File: config.mk
export PLATFORM = sky130hd
export DESIGN_NAME = comp_divider
export DESIGN_NICKNAME = d
export VERILOG_FILES = /design/src/rtl/comp_arith_pkg.sv /design/src/rtl/comp_div_step.sv /design/src/rtl/comp_divider.sv
export SDC_FILE = /design/constraint.sdc
export NUM_CORES = 1
export LEC_CHECK = 0
export ABC_CLOCK_PERIOD_IN_PS = 6850
export CAP_MARGIN = 5
export CORE_MARGIN = 5
export CORE_UTILIZATION = 41
export CTS_CLUSTER_DIAMETER = 150
export DETAILED_ROUTE_END_ITERATION = 10
export PLACE_DENSITY = 0.61
export SLEW_MARGIN = 20
export SYNTH_ARGS = -nofsm -noshare
export SYNTH_HDL_FRONTEND = slang
export SYNTH_SLANG_ARGS = --single-unit
export TNS_END_PERCENT = 50
File: constraint.sdc
create_clock -name clk -period 6.85 [get_ports clk]
set_input_delay 1.37 -clock clk [delete_from_list [all_inputs] [get_ports clk]]
set_output_delay 1.37 -clock clk [all_outputs]
set_load 0.02 [all_outputs]
File: src/rtl/comp_arith_pkg.sv
// Shared definitions for the PA1 arithmetic unit (CompMultiplier and comp_divider).
// Holds the common FSM state encoding and the default operand/counter widths.
package comp_arith_pkg;

    localparam int DEF_WIDTH = 32;
    localparam int DEF_CNT_W = 6;

    typedef enum logic [1:0] {
        ST_IDLE = 2'd0,
        ST_CALC = 2'd1,
        ST_DONE = 2'd2
    } state_t;

endpackage

File: src/rtl/comp_div_step.sv
// One restoring-division iteration: shift {R,Q} left by one and try to subtract the divisor.
import comp_arith_pkg::*;

module comp_div_step #(
    parameter int WIDTH = DEF_WIDTH
) (
    input  logic [WIDTH-1:0] i_rem,
    input  logic [WIDTH-1:0] i_quo,
    input  logic [WIDTH-1:0] i_divisor,
    output logic [WIDTH-1:0] o_remNext,
    output logic [WIDTH-1:0] o_quoNext
);

    logic [WIDTH:0] w_shift;
    logic           w_fits;

    // The shifted remainder is WIDTH+1 bits so divisors at or above 2^(WIDTH-1) cannot overflow.
    assign w_shift   = {i_rem, i_quo[WIDTH-1]};
    assign w_fits    = (w_shift >= {1'b0, i_divisor});
    assign o_remNext = w_fits ? WIDTH'(w_shift - {1'b0, i_divisor}) : w_shift[WIDTH-1:0];
    assign o_quoNext = {i_quo[WIDTH-2:0], w_fits};

endmodule

File: src/rtl/comp_divider.sv
// Sequential unsigned restoring divider, one quotient bit per clock, with the
// Run/Ready handshake used by CompMultiplier. Result_out = {Remainder, Quotient}.
import comp_arith_pkg::*;

module comp_divider #(
    parameter int WIDTH = DEF_WIDTH,
    parameter int CNT_W = DEF_CNT_W
) (
    input  logic                 clk,
    input  logic                 Reset,
    input  logic                 Run,
    input  logic [WIDTH-1:0]     Dividend_in,
    input  logic [WIDTH-1:0]     Divisor_in,
    output logic [2*WIDTH-1:0]   Result_out,
    output logic                 Ready,
    output logic                 DivZero
);

    state_t             r_state;
    logic [WIDTH-1:0]   r_rem;
    logic [WIDTH-1:0]   r_quo;
    logic [WIDTH-1:0]   r_divisor;
    logic [CNT_W-1:0]   r_count;
    logic [2*WIDTH-1:0] r_result;
    logic               r_ready;
    logic               r_divZero;

    logic [WIDTH-1:0]   w_remNext;
    logic [WIDTH-1:0]   w_quoNext;

    comp_div_step #(
        .WIDTH(WIDTH)
    ) u_step (
        .i_rem    (r_rem),
        .i_quo    (r_quo),
        .i_divisor(r_divisor),
        .o_remNext(w_remNext),
        .o_quoNext(w_quoNext)
    );

    // Result_out is only written on the finishing edge, so it never shows partial work.
    always_ff @(posedge clk or posedge Reset) begin
        if (Reset) begin
            r_state   <= ST_IDLE;
            r_rem     <= '0;
            r_quo     <= '0;
            r_divisor <= '0;
            r_count   <= '0;
            r_result  <= '0;
            r_ready   <= 1'b0;
            r_divZero <= 1'b0;
        end else begin
            case (r_state)
                ST_IDLE: begin
                    r_ready <= 1'b0;
                    if (Run) begin
                        r_divisor <= Divisor_in;
                        r_rem     <= '0;
                        r_quo     <= Dividend_in;
                        r_divZero <= (Divisor_in == '0);
                        r_count   <= '0;
                        r_state   <= ST_CALC;
                    end
                end
                ST_CALC: begin
                    r_rem   <= w_remNext;
                    r_quo   <= w_quoNext;
                    r_count <= r_count + CNT_W'(1);
                    if (r_count == CNT_W'(WIDTH - 1)) begin
                        r_result <= {w_remNext, w_quoNext};
                        r_ready  <= 1'b1;
                        r_state  <= ST_DONE;
                    end
                end
                ST_DONE: begin
                    if (!Run) begin
                        r_ready <= 1'b0;
                        r_state <= ST_IDLE;
                    end
                end
                default: begin
                    r_ready <= 1'b0;
                    r_state <= ST_IDLE;
                end
            endcase
        end
    end

    assign Result_out = r_result;
    assign Ready      = r_ready;
    assign DivZero    = r_divZero;

endmodule

Word level (Yosys, flattened, before mapping):

Index checks and enable logic that the tools add are counted.

* bits in registers: 170
* bits of input ports: 67
* output and inout bits: 66
* word-level logic and storage cells: 39

* $add $sub $neg: 2
* order comparisons: 1
* eq/ne operators: 6
* muxes and demuxes: 14
* reduce and logical (&&, ||, !) cells: 8

Operator list (count)
* 32-bit case mux with 2 select lines: 2
* 32-bit two-way mux: 3
* 33-bit by 32-bit >= comparator with 1-bit output: 1
* 32-bit logical NOT: 1
* 32-bit subtractor: 1
* 6-bit case mux with 2 select lines: 1
* 2-bit AND reduction: 4
* 6-bit by 1-bit adder with 6-bit output (second input constant): 1
* 6-bit by 5-bit equality test with 1-bit output (second input constant): 1
* 2-bit two-way mux: 3
* 6-bit two-way mux: 1
* 2-bit inequality test (second input constant): 3
* 2-bit case mux with 3 select lines: 1
* 3-bit AND reduction: 1
* 2-bit by 1-bit equality test with 1-bit output (second input constant): 1
* 2-bit equality test (second input constant): 1
* 2-bit logical NOT: 1
* 1-bit two-way mux: 2
* 1-bit case mux with 2 select lines: 1
* 2-bit nonzero test: 1

Depth between registers and ports, before layout:

Gate-level depths: netlist of run 1.

* depth in word-level cells: 3
* depth in mapped cells: 15
* gate-level depth less buffers: 12

By module:

Synthesis of run 1 repeated with hierarchy kept, for this count alone.

* cells, all modules: 865
* area total of the unflattened synthesis: 9581.7 um2

By module, submodules not included
* comp_divider: times used 1, cells an instance 510, area each 7010.5 um2, sequential area each 4254.1 um2
* comp_div_step: times used 1, cells an instance 355, area each 2571.2 um2, sequential area each 0.0 um2

Least setup slack after synthesis of run 1:

OpenSTA, ideal clock, no wires.

* path type: reg-to-reg
* from: register r_rem[9]
* to: register r_rem[2]
* setup time: 0.122 ns
* data arrival time: 2.833 ns
* required time: 6.728 ns
* setup slack: 3.895 ns
* cell stages (with the launch flop): 13
* path buffers: 3
* period minus slack after synthesis: 2.955 ns
* cells stage by stage: dfrtp_1 ha_1 buf_6 a21o_1 a21o_1 a2111oi_4 o21ai_2 and3_1 or2_1 buf_6 buf_6 or3_1 a32o_1

* longest elaborated chain between the ends: 3

RTL lines
* from (decl): line comp_divider.sv:20 `logic [WIDTH-1:0] r_rem;`
* from (signal assigned): line comp_divider.sv:66 `r_rem <= w_remNext;`
* 33-bit by 32-bit >= comparator with 1-bit output: line comp_div_step.sv:19 `assign w_fits = (w_shift >= {1'b0, i_divisor});`
* 32-bit two-way mux: line comp_div_step.sv:20 `assign o_remNext = w_fits ? WIDTH'(w_shift - {1'b0, i_divisor}) : w_shift[WIDTH-1:0];`
* 32-bit case mux with 2 select lines: line comp_divider.sv:53 `case (r_state)`

No other way between the ends.
A chain may end at the register's enable or synchronous reset.

Worst setup path in the final report of run 1:

* from: register r_rem[9]
* to: register r_rem[26]

* longest elaborated chain between the ends: 3
* elaborated cells between the ends (all ways): 4
* classes of those cells: 1 x add/sub; 1 x order compare; 2 x mux

RTL lines (line)
* 32-bit subtractor / 33-bit by 32-bit >= comparator with 1-bit output (equally long branches): comp_div_step.sv:20, comp_div_step.sv:19
* 32-bit two-way mux (*): comp_div_step.sv:20
* 32-bit case mux with 2 select lines (*): comp_divider.sv:53

Every way passes the cells marked *; elsewhere a longest branch is shown, timed or not.

==> results of run 1 <==
placed cells by master, fill, tap and decap left out, types with 4 or more instances in the layout:
master / count
o21bai_1: 5
clkinv_8: 7
o21ai_0: 111
a221o_1: 10
o311ai_0: 9
o211ai_1: 11
a31oi_1: 8
o31ai_1: 10
dfrtp_1: 169
nor3_1: 18
clkdlybuf4s50_1: 132
inv_1: 39
nand4_1: 43
and3b_1: 30
xnor2_1: 12
a21oi_1: 71
a31o_2: 5
o2111ai_1: 4
or3_1: 9
nand2b_1: 10
nand3_1: 32
a21o_1: 7
nor2_1: 47
nor2b_1: 12
ha_1: 33
nand2_1: 248
xor2_1: 17
clkbuf_16: 17
buf_4: 14
a32o_1: 6
nor4_1: 12
power groups by stage:
stage          logic [mW]  registers [mW]  clock network [mW]
6_report             3.72            1.74                1.04
5_1_grt              4.10            1.79                1.10
4_1_cts              3.71            1.74                1.06
3_5_place_dp         3.69            1.75                   0
3_3_place_gp         3.65            1.75                   0
2_1_floorplan        2.53            1.78                   0
per-layer routing:
metal | up-vias | routed length (um)
met5 | - | 0
met4 | 0 | 1009
met3 | 47 | 1504
met2 | 240 | 13400
met1 | 4119 | 12730
li1 | 4130 | -
per-stage QoR:
| stage | total power, mW | setup slack (ns) | instance area, um2 | utilization | hold slack [ns] |
|---|---|---|---|---|---|
| global route | 7.001 | 2.777 | 11650 | 0.5130 | 0.4956 |
| global placement | 5.403 | 2.969 | 11000 | 0.4844 | 0.4567 |
| detailed placement | 5.446 | 2.881 | 11000 | 0.4844 | 0.4609 |
| floorplan | 4.306 | 0.8766 | 9499 | - | 0.4497 |
| finish | 6.500 | 3.037 | 11650 | 0.5130 | 0.4763 |
| CTS | 6.512 | 2.873 | 11640 | 0.5128 | 0.4844 |
worst paths after layout:
kind                            depth (start not counted)           from              to  slack [ns]
worst max-delay path                                   10       r_rem[9]       r_rem[26]        3.04
worst min-delay path                                    2  Result_out[5]   Result_out[5]        0.48
worst max register to register                         10       r_rem[9]       r_rem[26]        3.04
worst min register to register                          2  Result_out[5]   Result_out[5]        0.48
max in group asynchronous                               3          Reset       r_quo[29]        4.23
min in group asynchronous                               2          Reset  Result_out[23]        1.34
worst register-to-register path: cells and delay by family, from the launching register on:
kind / cells / cell delay, ns
compound gates: 5 / 1.19
buf+inv: 1 / 0.29
flops: 1 / 0.44
fa+ha+maj: 1 / 0.41
simple gates: 3 / 1.30
state kept, by name, indices dropped and copies added, names as in the netlist:
name	cells
r_state	2
Ready	1
DivZero	1
r_divisor	32
Result_out	64
r_count	6
r_rem	32
r_quo	32
kinds of logic after synthesis:
| logic type | after synthesis |
|---|---|
| fa+ha+maj | 34 |
| buf+inv | 119 |
| flops | 170 |
| xor+xnor | 29 |
| compound gates | 290 |
| simple gates | 477 |
area by class of cell:
class / count / area, um2
tap: 285 / 356.6
fill: 2204 / 11060
multi-input combinational: 830 / 4811
sequential: 170 / 4255
clock buffer: 17 / 425.4
inverter: 40 / 155.1
clock inverter: 15 / 220.2
timing repair buffer: 146 / 1426
==> out/metrics.yaml, run 1 <==
postSynthCellCount: 1119
synth_top_family_by_area: "simple AND/OR/NAND/NOR gates"
worst_pin_slew_ns: 1.042
nNetsFinal: 1306
path_cells: "ha_1 > a21o_1 > a21o_1 > a2111oi_4 > o21ai_2 > and3_1 > or2_1 > buf_4 > nor2_1 > o311ai_0"
cp.required_ns: 7.11
power_density_nw_per_um2: 557.9
use_met2: 0.3518
grt_pass1_vias: 8449
final_max_slew_viol_count: 0
leakagePower_nw: 5.179
postCtsSetupBuffers: 0
power.internal_mw: 3.407
synthMuxAreaShare: 0
grt_max_degree: 73
cp_data_arrival_time_ns: 4.07
insertedDiodeCount: 0
synth_top_area_frac: 0.4478
clkSlewWorstSetupHoldPaths_ns: 0.09
rsz0062_at_grt: "false"
dr.pass1.iters: 5
peakVddDrop_uv: 256.5
dieArea_um2: 26310
drv_cap: 0
place_hpwl_um: 19880
ys.warnings.count: 0
synth_xor_area_frac: 0.02674
finalNonFillerCells: 1503
clock_tree.root_cell: "clkbuf_16"
crit_path_start_kind: "flip-flop"
syn_area_um2: 9499
switching_share: 0.4758
crit_type: "flip-flop to flip-flop"
min_period_ns: 3.813
avgSynthCellArea_um2: 8.489
maxSlewHeadroom: 0.3042
synth_seq_cells: 170
antenna_found_initial: 0
fin_crit_sh: 0.5566
power_switching_mw: 3.093
drt_wl_total_um: 28640
port_buffers: 132
crit_fanout: 52
antenna_left: 0
sequentialPowerShare: 0.268
vias_per_cell: 5.679
outcome: "complete, no violations"
hold_buffers: 0
grtUsageTotal: 0.2197
synth_cell_types: 60
fp.coreArea_um2: 22710
hold_class: "flip-flop to flip-flop"
synthSimpleGateAreaFrac: 0.2381
crit_top_cell: "a21o_1"
h-tree-depth: 4
synth_commonest_cells: "nand2_1, dfrtp_1, o21ai_0"
cts_resized: 0
clock_latency_ns: 0.45
synth-compound-area-share: 0.1914
drive_gt1_frac: 0.05255
synth_nets: 1220
critPathCaptureType: "flip-flop"
slowest_stage: "nor2_1"
yosysTopAreaCell: "dfrtp_1"
synth-seq-area-share: 0.4478
grt_overflow_total: 0
max_freq_mhz: 262.3
dieHeight_um: 162.2
drt-initial-drc-count: 580
clock-sinks: 170
wl_per_cell_um: 19.06
row_count: 55
synth_fa_ha_area_frac: 0.04557
path_delay_family: "simple AND/OR/NAND/NOR gates"
num_vias: 8536
pwr-share-clk: 0.160
syn_to_final_growth_pct: 22.64
grt_pass1_wl_um: 46340
grt-busiest-layer: "met2"
cts_buffers: 17
skew_ns: 0.02004
fp.dieW_um: 162.2
finalHoldViolCount: 0
gr-usage-met3: 0.04643
cts_tree: "done"
cp_num_buf_inv: 1
dp_cells: 1471
pwr-share-comb: 0.572
drc: 0
dominantRegCellSynth: "dfrtp_1"
place.gp.congestion: 0.9992
ios: 133
synth_area_leaders: "dfrtp_1, nand2_1, o21ai_0, ha_1, a21oi_1"
cts_max_path_buffers: 2
max_stage_delay_ns: 0.84
synth-edff-count: 0
start_util: 0.4183
setup_tns_ns: 0
grtUsageMet1: 0.2940
yosysMostFrequentCell: "nand2_1"
finalSetupViolCount: 0
async_flop_share: 1.000
No activity file was read; power rests on OpenSTA's default activity.
==> run 2: changes to the inputs <==
--- a/config.mk
+++ b/config.mk
@@ -5,7 +5,7 @@
 export SDC_FILE = /design/constraint.sdc
 export NUM_CORES = 1
 export LEC_CHECK = 0
-export ABC_CLOCK_PERIOD_IN_PS = 6850
+export ABC_CLOCK_PERIOD_IN_PS = 3750
 export CAP_MARGIN = 5
 export CORE_MARGIN = 5
 export CORE_UTILIZATION = 41
==> constraint.sdc (replaced) <==
create_clock -name clk -period 3.75 [get_ports clk]
set_input_delay 0.75 -clock clk [delete_from_list [all_inputs] [get_ports clk]]
set_output_delay 0.75 -clock clk [all_outputs]
set_load 0.02 [all_outputs]
==> run 2 against run 1 <==
- clock power increased by 77%
- non-clock buffer count is 9 higher
- combinational power up 88%
- final cell count increased by 0.60%
- sequential share of layout area down 0.26 points
- worst setup slack worse by 2.8 ns
- utilization increased by 0.36 points
- clock-buffer cell count rose by 1
- flip-flop and latch count is the same
- hold slack worse by 0.00064 ns
- final area rose by 0.71%
- first-iteration DRC count up 16%
- critical path type unchanged
- largest power group unchanged
- highest routed layer unchanged
==> out/metrics.yaml, run 2 (same netlist as run 1, synthesis figures left out) <==
antenna_found_initial: 0
max_stage_delay_ns: 0.79
syn_to_final_growth_pct: 23.51
finalSetupViolCount: 0
num-fill-cells: 2205
mostFrequentLayoutCell: "nand2_1"
crit_type: "flip-flop to flip-flop"
crit_top_cell: "a21o_1"
seqCellArea_um2: 4255
grt_max_degree: 77
hold-worst-slack_ns: 0.4756
holdPathEnd: "Result_out[27]"
place_hpwl_um: 20530
power_density_nw_per_um2: 1027
grt_pass1_vias: 8338
postCtsSetupBuffers: 0
drt_wl_total_um: 29090
clock-sinks: 170
row_count: 55
path_cells: "ha_1 > a21o_1 > a21o_1 > a2111oi_4 > o21ai_2 > and3_1 > or2_1 > nor2_1 > o311ai_0"
place_area_um2: 11120
fin_area_um2: 11730
slowest_stage: "nor2_1"
dieArea_um2: 26310
finalNonFillerCells: 1512
r2r-start: "r_rem[9]"
fp.coreArea_um2: 22710
setup_tns_ns: 0
h-tree-depth: 4
crit_path_start_kind: "flip-flop"
grtUsageTotal: 0.2196
wl_per_cell_um: 19.24
insertedDiodeCount: 0
cts_max_path_buffers: 2
ios: 133
clock_tree.root_cell: "clkbuf_16"
num_vias: 8521
start_util: 0.4183
final_cell_mix: "nand2_1, dfrtp_1, clkdlybuf4s50_1"
dieHeight_um: 162.2
hold_class: "flip-flop to flip-flop"
drc: 0
skew_ns: 0.01473
grt_pass1_wl_um: 46360
clock_latency_ns: 0.44
multi_input_area_um2: 4801
maxSlewHeadroom: 0.3445
drive_gt1_frac: 0.05949
r2r_end: "r_rem[3]"
critPathCaptureType: "flip-flop"
cts_buffers: 17
nNetsFinal: 1315
place.gp.congestion: 0.9502
crit_fanout: 11
finalHoldViolCount: 0
final_max_slew_viol_count: 0
drv_cap: 0
drt-met1-wl_um: 12910
fp.dieW_um: 162.2
routed.top_layer: "met4"
grt_overflow_total: 0
cp.required_ns: 4.01
cts_tree: "done"
r2r_cells: 9
vias_per_cell: 5.636
ff2ff_setup_slack_ns: 0.24
port_buffers: 132
min_period_ns: 3.509
wl_met2_um: 14030
cts_resized: 0
leakagePower_nw: 5.218
dr.pass1.iters: 5
peakVddDrop_uv: 405.1
fin_crit_sh: 0.9356
max_freq_mhz: 285.0
worstHoldStart: "Result_out[27]"
hold_buffers: 0
cp_data_arrival_time_ns: 3.77
clkSlewWorstSetupHoldPaths_ns: 0.08
rsz0062_at_grt: "false"
met3_length_um: 1465
largest_register_ffs: 64
dp_cells: 1480
antenna_left: 0
outcome: "complete, no violations"
hold_path_depth: 2
drt-initial-drc-count: 672
worst_pin_slew_ns: 0.9796
run 2: cell count changes in the layout (fill, tap and decap cells not counted), moves of 2 or more:
cell      delta
inv_6        -3
buf_12       +5
inv_8        +4
clkinv_8     -4
clkinv_4     +2
buf_4        +4
run 2: area by class of cell:
class                           instances  area share
Clock buffer                           18     0.03743
Clock inverter                         14     0.01450
Inverter                               40     0.01312
Multi-Input combinational cell        830      0.4092
Sequential cell                       170      0.3627
Tap cell                              285     0.03039
Timing Repair Buffer                  155      0.1327
run 2: critical path: cells and delay by family (launching register included):
kind / cells / cell delay, ns
AND/OR/NAND/NOR: 3 / 1.35
AO/OA/AOI/OAI: 5 / 1.16
flip-flops: 1 / 0.42
adder cells (fa/ha/maj): 1 / 0.41
run 2: worst max path at each step:
stage                   from        end  slack [ns]  cells past startpoint
detailed placement  r_rem[9]  r_rem[26]        0.31                      9
finish              r_rem[9]   r_rem[3]        0.24                      9
CTS                 r_rem[9]   r_rem[3]        0.32                      9
floorplan           r_rem[9]   r_rem[2]        0.80                     12
global placement    r_rem[9]   r_rem[3]        0.39                      9
global route        r_rem[9]  r_rem[19]        0.12                      9
run 2: power by group:
part / switching [mW] / internal, mW
combinational: 4.26 / 2.71
clock: 0.911 / 0.927
sequential: 0.629 / 2.61
run 2: per-stage QoR:
| step | utilization | setup slack (ns) | total power, mW |
|---|---|---|---|
| floorplan | - | 0.7953 | 7.866 |
| global placement | 0.4898 | 0.3905 | 10.07 |
| detailed placement | 0.4898 | 0.3079 | 10.14 |
| CTS | 0.5166 | 0.3161 | 12.03 |
| global route | 0.5166 | 0.1193 | 12.93 |
| finish | 0.5166 | 0.2414 | 12.06 |
run 2: routing by layer:
layer	global-route usage	vias up
li1	-	4155
met1	0.2936	4091
met2	0.3643	241
met3	0.04212	34
met4	0.06498	0
met5	0	-
